==> config.mk <==
export PLATFORM = sky130hd
export DESIGN_NAME = display_mux_7seg
export DESIGN_NICKNAME = d
export VERILOG_FILES = /design/src/rtl/display_mux_7seg_pkg.sv /design/src/rtl/display_mux_7seg_seg7_decoder.sv /design/src/rtl/display_mux_7seg.sv
export SDC_FILE = /design/constraint.sdc
export NUM_CORES = 1
export LEC_CHECK = 0
export CAP_MARGIN = 20
export CORE_MARGIN = 3
export CORE_UTILIZATION = 30
export DETAILED_ROUTE_END_ITERATION = 10
export SETUP_SLACK_MARGIN = 0.05
export SYNTH_ARGS = -nofsm -noshare
export SYNTH_HDL_FRONTEND = slang
export SYNTH_SLANG_ARGS = --single-unit
==> constraint.sdc <==
create_clock -name CLK -period 6.4 [get_ports CLK]
set_input_delay 1.28 -clock CLK [delete_from_list [all_inputs] [get_ports CLK]]
set_output_delay 1.28 -clock CLK [all_outputs]
set_load 0.005 [all_outputs]
==> src/rtl/display_mux_7seg_pkg.sv <==
// Shared definitions for the multiplexed seven-segment display driver:
// FSM state encoding and the hex-to-segment lookup table.
package display_mux_7seg_pkg;

  // IDLE: nothing shown since reset; BLANK: anti-ghosting gap; SHOW: digit lit.
  typedef enum logic [1:0] {
    ST_IDLE  = 2'd0,
    ST_BLANK = 2'd1,
    ST_SHOW  = 2'd2
  } state_t;

  // Active-high segment patterns, bit order {g,f,e,d,c,b,a}, indexed by nibble.
  localparam logic [6:0] SEG_TABLE [16] = '{
    7'b0111111,  // 0
    7'b0000110,  // 1
    7'b1011011,  // 2
    7'b1001111,  // 3
    7'b1100110,  // 4
    7'b1101101,  // 5
    7'b1111101,  // 6
    7'b0000111,  // 7
    7'b1111111,  // 8
    7'b1101111,  // 9
    7'b1110111,  // A
    7'b1111100,  // b
    7'b0111001,  // C
    7'b1011110,  // d
    7'b1111001,  // E
    7'b1110001   // F
  };

endpackage

==> src/rtl/display_mux_7seg_seg7_decoder.sv <==
// Pure combinational hex nibble to active-high seven-segment pattern.
module seg7_decoder
  import display_mux_7seg_pkg::*;
(
  input  logic [3:0] nibble,
  output logic [6:0] segments
);

  // Straight table lookup; polarity is applied by the caller.
  always_comb begin
    segments = SEG_TABLE[nibble];
  end

endmodule

==> src/rtl/display_mux_7seg.sv <==
// Time-multiplexed common-anode seven-segment driver. Each rising edge of
// CLK4kHz (sampled as data) advances to the next digit after an all-off
// blanking gap. The displayed value is latched once per frame so a frame
// never mixes two values.
module display_mux_7seg
  import display_mux_7seg_pkg::*;
#(
  parameter int N_DIGITS     = 4,
  parameter int BLANK_CYCLES = 1000,
  parameter int ACTIVE_LOW   = 1
) (
  input  logic                    CLK,
  input  logic                    Reset,
  input  logic                    CLK4kHz,
  input  logic [4*N_DIGITS-1:0]   data_in,
  input  logic [N_DIGITS-1:0]     dp_in,
  input  logic                    lz_en,
  output logic [N_DIGITS-1:0]     an,
  output logic [6:0]              seg,
  output logic                    dp,
  output logic                    frame_done,
  output logic [1:0]              state_dbg
);

  localparam int IDX_W = (N_DIGITS > 1) ? $clog2(N_DIGITS) : 1;
  localparam int CNT_W = (BLANK_CYCLES > 0) ? $clog2(BLANK_CYCLES + 1) : 1;
  localparam logic [IDX_W-1:0] IDX_LAST = IDX_W'(N_DIGITS - 1);
  localparam logic [CNT_W-1:0] CNT_LOAD = CNT_W'(BLANK_CYCLES);

  // XOR masks: an "off" raw value of zero becomes the inactive level.
  localparam logic [N_DIGITS-1:0] POL_AN  = {N_DIGITS{ACTIVE_LOW != 0}};
  localparam logic [6:0]          POL_SEG = {7{ACTIVE_LOW != 0}};
  localparam logic                POL_DP  = (ACTIVE_LOW != 0);

  logic                  clk_q;
  logic                  tick;
  state_t                state, state_nxt;
  logic [IDX_W-1:0]      idx, idx_nxt;
  logic [CNT_W-1:0]      cnt, cnt_nxt;
  logic                  latch_frame;
  logic [4*N_DIGITS-1:0] data_s;
  logic [N_DIGITS-1:0]   dp_s;
  logic                  lz_s;
  logic [3:0]            cur_nib;
  logic                  cur_dp;
  logic [N_DIGITS-1:0]   cur_onehot;
  logic [N_DIGITS-1:0]   suppress;
  logic                  zero_run;
  logic                  show_now;
  logic                  digit_on;
  logic [6:0]            dec_seg;

  // Rising-edge detector on the divider output.
  always_ff @(posedge CLK or posedge Reset) begin
    if (Reset) clk_q <= 1'b0;
    else       clk_q <= CLK4kHz;
  end

  assign tick = CLK4kHz & ~clk_q;

  // Next-state logic: ticks are honoured only outside BLANK, never queued.
  always_comb begin
    state_nxt   = state;
    idx_nxt     = idx;
    cnt_nxt     = cnt;
    latch_frame = 1'b0;
    case (state)
      ST_IDLE, ST_SHOW: begin
        if (tick) begin
          idx_nxt     = (idx == IDX_LAST) ? '0 : idx + IDX_W'(1);
          latch_frame = (idx == IDX_LAST);
          cnt_nxt     = CNT_LOAD;
          state_nxt   = ST_BLANK;
        end
      end
      ST_BLANK: begin
        if (cnt == '0) state_nxt = ST_SHOW;
        else           cnt_nxt   = cnt - CNT_W'(1);
      end
      default: state_nxt = ST_IDLE;
    endcase
  end

  // State, digit index and blanking counter registers.
  always_ff @(posedge CLK or posedge Reset) begin
    if (Reset) begin
      state <= ST_IDLE;
      idx   <= IDX_LAST;
      cnt   <= '0;
    end else begin
      state <= state_nxt;
      idx   <= idx_nxt;
      cnt   <= cnt_nxt;
    end
  end

  // Frame shadow registers, captured on the tick that wraps to digit 0.
  always_ff @(posedge CLK or posedge Reset) begin
    if (Reset) begin
      data_s     <= '0;
      dp_s       <= '0;
      lz_s       <= 1'b0;
      frame_done <= 1'b0;
    end else begin
      frame_done <= latch_frame;
      if (latch_frame) begin
        data_s <= data_in;
        dp_s   <= dp_in;
        lz_s   <= lz_en;
      end
    end
  end

  // Select the nibble, decimal point and anode for the current digit.
  always_comb begin
    cur_nib    = '0;
    cur_dp     = 1'b0;
    cur_onehot = '0;
    for (int i = 0; i < N_DIGITS; i++) begin
      if (idx == IDX_W'(i)) begin
        cur_nib       = data_s[4*i +: 4];
        cur_dp        = dp_s[i];
        cur_onehot[i] = 1'b1;
      end
    end
  end

  // Leading-zero mask: digit i is blank when it and every higher nibble are zero.
  always_comb begin
    zero_run = 1'b1;
    suppress = '0;
    for (int i = N_DIGITS - 1; i >= 1; i--) begin
      zero_run    = zero_run & (data_s[4*i +: 4] == 4'h0);
      suppress[i] = lz_s & zero_run;
    end
  end

  seg7_decoder u_dec (
    .nibble   (cur_nib),
    .segments (dec_seg)
  );

  // The last BLANK cycle already drives the new digit so the gap is exactly
  // BLANK_CYCLES long as seen at the registered outputs.
  assign show_now = (state == ST_SHOW) || ((state == ST_BLANK) && (cnt == '0));
  assign digit_on = show_now && ((suppress & cur_onehot) == '0);

  // Registered, polarity-adjusted display outputs.
  always_ff @(posedge CLK or posedge Reset) begin
    if (Reset) begin
      an  <= POL_AN;
      seg <= POL_SEG;
      dp  <= POL_DP;
    end else if (digit_on) begin
      an  <= cur_onehot ^ POL_AN;
      seg <= dec_seg ^ POL_SEG;
      dp  <= cur_dp ^ POL_DP;
    end else begin
      an  <= POL_AN;
      seg <= POL_SEG;
      dp  <= POL_DP;
    end
  end

  assign state_dbg = state;

endmodule

==> metrics.yaml <==
crit_type: "input pin to flip-flop"
seq_area_um2: 1240
htreeDepth: 2
drc: 0
place_ws_ps: 2790
finalWirelength_um: 4910
area_growth_pct: 23.1
period_minus_slack_ps: 3290
required_ps: 6590
slew_violations: 0
fin_crit_sh_pct: 51.3
synth_fp_nets: 260
cts_buffer_depth: 2
path_clk_slew_ps: 90
cts_setup_buffers: 0
synth_top_area_cell: "dfrtp_1"
r2r_setup_slack_ps: 3780
yosys.area_share.xor_xnor_pct: 2.45
p_leak_nw: 1.30
ys_types: 44
grt_pass1_vias: 1750
firstDrtPassIters: 4
avgSynthCellArea_um2: 11.2
rsz0062_at_grt: "no"
worstHoldPathCells: 3
slew_headroom_pct: 32.0
cp_max_fo: 24
die_y_um: 97.4
root_buffer: "clkbuf_8"
drive_gt1_share_pct: 20.1
outcome: "completed"
yosys_warnings: 0
finalSetupTns_ps: 0
die_x_um: 97.4
min_to: "dp"
routed_via_density: 4.73
grt.overflow.total: 0
synth-seq-cells: 49
port_buffers: 38
diodes: 0
die-area_um2: 9480
cts_tree: "built"
syn_area_um2: 2500
arrival_ps: 3470
ir_drop_v: 0.000118
nets: 294
initial_core_util_pct: 31.6
max_freq_ghz: 0.304
cts_buffers: 5
critPathLaunchType: "input pin"
postCtsHoldBufs: 0
yosys-top-cells-area: "dfrtp_1 35%, dfstp_2 15%, mux2_2 9.0%"
hp-class: "flip-flop to flip-flop"
ant_nets: 0
powerDensity_nw_per_um2: 225
place_congestion: 0.846
r2r_cells: 9
fill_cells: 795
min_from: "dp_s[3]"
worstMarginPinSlew_ps: 1020
first_iter_violations: 51
row_count: 32
cp-end-kind: "flip-flop"
max_cap_viol_count: 0
cts.sinks: 49
post-dp-hpwl_um: 3540
grt_max_degree: 50
synthSimpleGateAreaFrac_pct: 17.0
multi_input_area_um2: 1140
synth_top_area_share_pct: 35.0
wl_per_cell_um: 13.6
r2r-start: "idx[0]"
grt_use_total_pct: 11.0
cts-resized-gates: 0
clkLatencyLatePin_ps: 300
ys_seq_area_share_pct: 49.7
setup_ws_ps: 3110
setup_viol: 0
num_io_pins: 39
r2r_end: "seg[0]"
hold_viol: 0
grt_pass1_wl_um: 8740
antenna_found_initial: 0
synthMuxAreaShare_pct: 10.8
synthesis.instances: 224
synth_fa_ha_area_share_pct: 5.99
fin_skew_ps: 7.16
synth_compound_area_share_pct: 9.19
synth_top_family_by_area: "simple AND/OR/NAND/NOR gates"
vias: 1706
core_um2: 7930
## per-layer routing
metal	share of wire [%]	vias to the layer above	GRT usage, %
met5	0	-	0
met4	0.57	0	2.56
met3	4.0	4	2.87
met2	44	33	16.5
met1	52	822	16.0
li1	-	847	-
## worst max path at each step
| stage | startpoint | to | slack [ps] |
|---|---|---|---|
| floorplan | CLK4kHz | data_s[0] | 3890 |
| global placement | CLK4kHz | dp_s[0] | 2840 |
| detailed placement | CLK4kHz | dp_s[0] | 2790 |
| CTS | CLK4kHz | dp_s[0] | 3100 |
| global route | CLK4kHz | data_s[8] | 2960 |
| finish | CLK4kHz | dp_s[0] | 3110 |
## Yosys cell counts
library cell  number
o311ai_1           1
nor2b_1            4
mux2_2            20
a21oi_1            7
nor2_1             9
a211oi_1           2
nand4b_1           1
mux2_4             1
nor2b_4            1
nor4_1             6
xnor2_1            7
or2_2              2
nand3b_2           1
and3_1             1
a311o_1            1
o211ai_1           1
buf_4              2
o211a_1            1
nor3_1             5
nand2_1           26
a31o_2             1
ha_1              12
nand3b_1           5
inv_1             11
nor4b_2            1
a311oi_4           1
a221o_1            2
o221ai_1           2
buf_6              3
nand3_1            3
a21o_1             2
mux2i_1            3
o21ai_1            1
or3_1              4
o21ai_0            7
nand2b_1           3
nor3b_1            4
and2_1             2
clkbuf_1           1
buf_2              6
dfstp_2           14
o22a_1             1
dfrtp_1           35
a22oi_1            1
## power by group
part | total, mW | internal (mW) | switching (mW)
sequential | 0.348 | 0.327 | 0.0210
clock | 0.261 | 0.155 | 0.105
combinational | 0.0866 | 0.0456 | 0.0410
total | 0.695 | 0.528 | 0.167
## cell type report
class / instances / share of cell area (%)
multi-input combinational: 152 / 36.9
sequential: 49 / 40.3
timing repair buffer: 39 / 13.0
clock inverter: 3 / 2.11
inverter: 11 / 1.34
clock buffer: 5 / 2.23
tap: 102 / 4.14
## worst max-delay path, stage by stage
cell             delay (ps)
clkdlybuf4s50_1         480
nand2b_1                 90
nor2_1                  330
and2_1                  870
mux2_2                  420
## registers in the layout, indices dropped and copies added, names as in the netlist
name / cells
data_s: 16
cnt: 10
seg: 7
an: 4
dp_s: 4
idx: 2
state_dbg: 2
clk_q: 1
dp: 1
frame_done: 1
lz_s: 1
## cells in the final DEF, fill, tap and decap left out, types with 2 or more instances in the layout
| cell | instances |
|---|---|
| inv_1 | 10 |
| a221o_1 | 2 |
| o21ai_0 | 7 |
| nor2b_1 | 4 |
| nor2_1 | 9 |
| bufinv_16 | 2 |
| a21o_1 | 2 |
| nand3_1 | 3 |
| clkbuf_8 | 5 |
| mux2i_1 | 3 |
| mux2_2 | 20 |
| nand2_1 | 26 |
| o221ai_1 | 2 |
| dfrtp_1 | 35 |
| nor3_1 | 5 |
| a211oi_1 | 2 |
| nor4_1 | 6 |
| nand3b_1 | 5 |
| nand2b_1 | 3 |
| dfstp_2 | 14 |
| xnor2_1 | 7 |
| clkdlybuf4s50_1 | 38 |
| and2_1 | 2 |
| nor3b_1 | 4 |
| or3_1 | 4 |
| ha_1 | 12 |
| or2_2 | 2 |
| a21oi_1 | 7 |
## cells by family after synthesis
| logic type | after synthesis |
|---|---|
| DFF | 49 |
| and+or+nand+nor | 78 |
| adders and majority gates | 12 |
| muxes | 24 |
| AOI/OAI and AO/OA | 31 |
| xor gates and xnor gates | 7 |
| buffers and inverters | 23 |
## through the flow
step / cell area [um^2] / total power [mW] / util [%] / instances / hold slack (ps)
finish: 3080 / 0.695 / 38.9 / 361 / 510
global route: 3080 / 0.730 / 38.9 / 361 / 542
CTS: 3060 / 0.702 / 38.7 / 360 / 522
detailed placement: 2930 / 0.439 / 37.0 / 352 / 500
global placement: 2930 / 0.438 / 37.0 / 352 / 491
floorplan: 2500 / 0.411 / - / 224 / 470
Note: power is estimated with default switching activity, not from simulation.
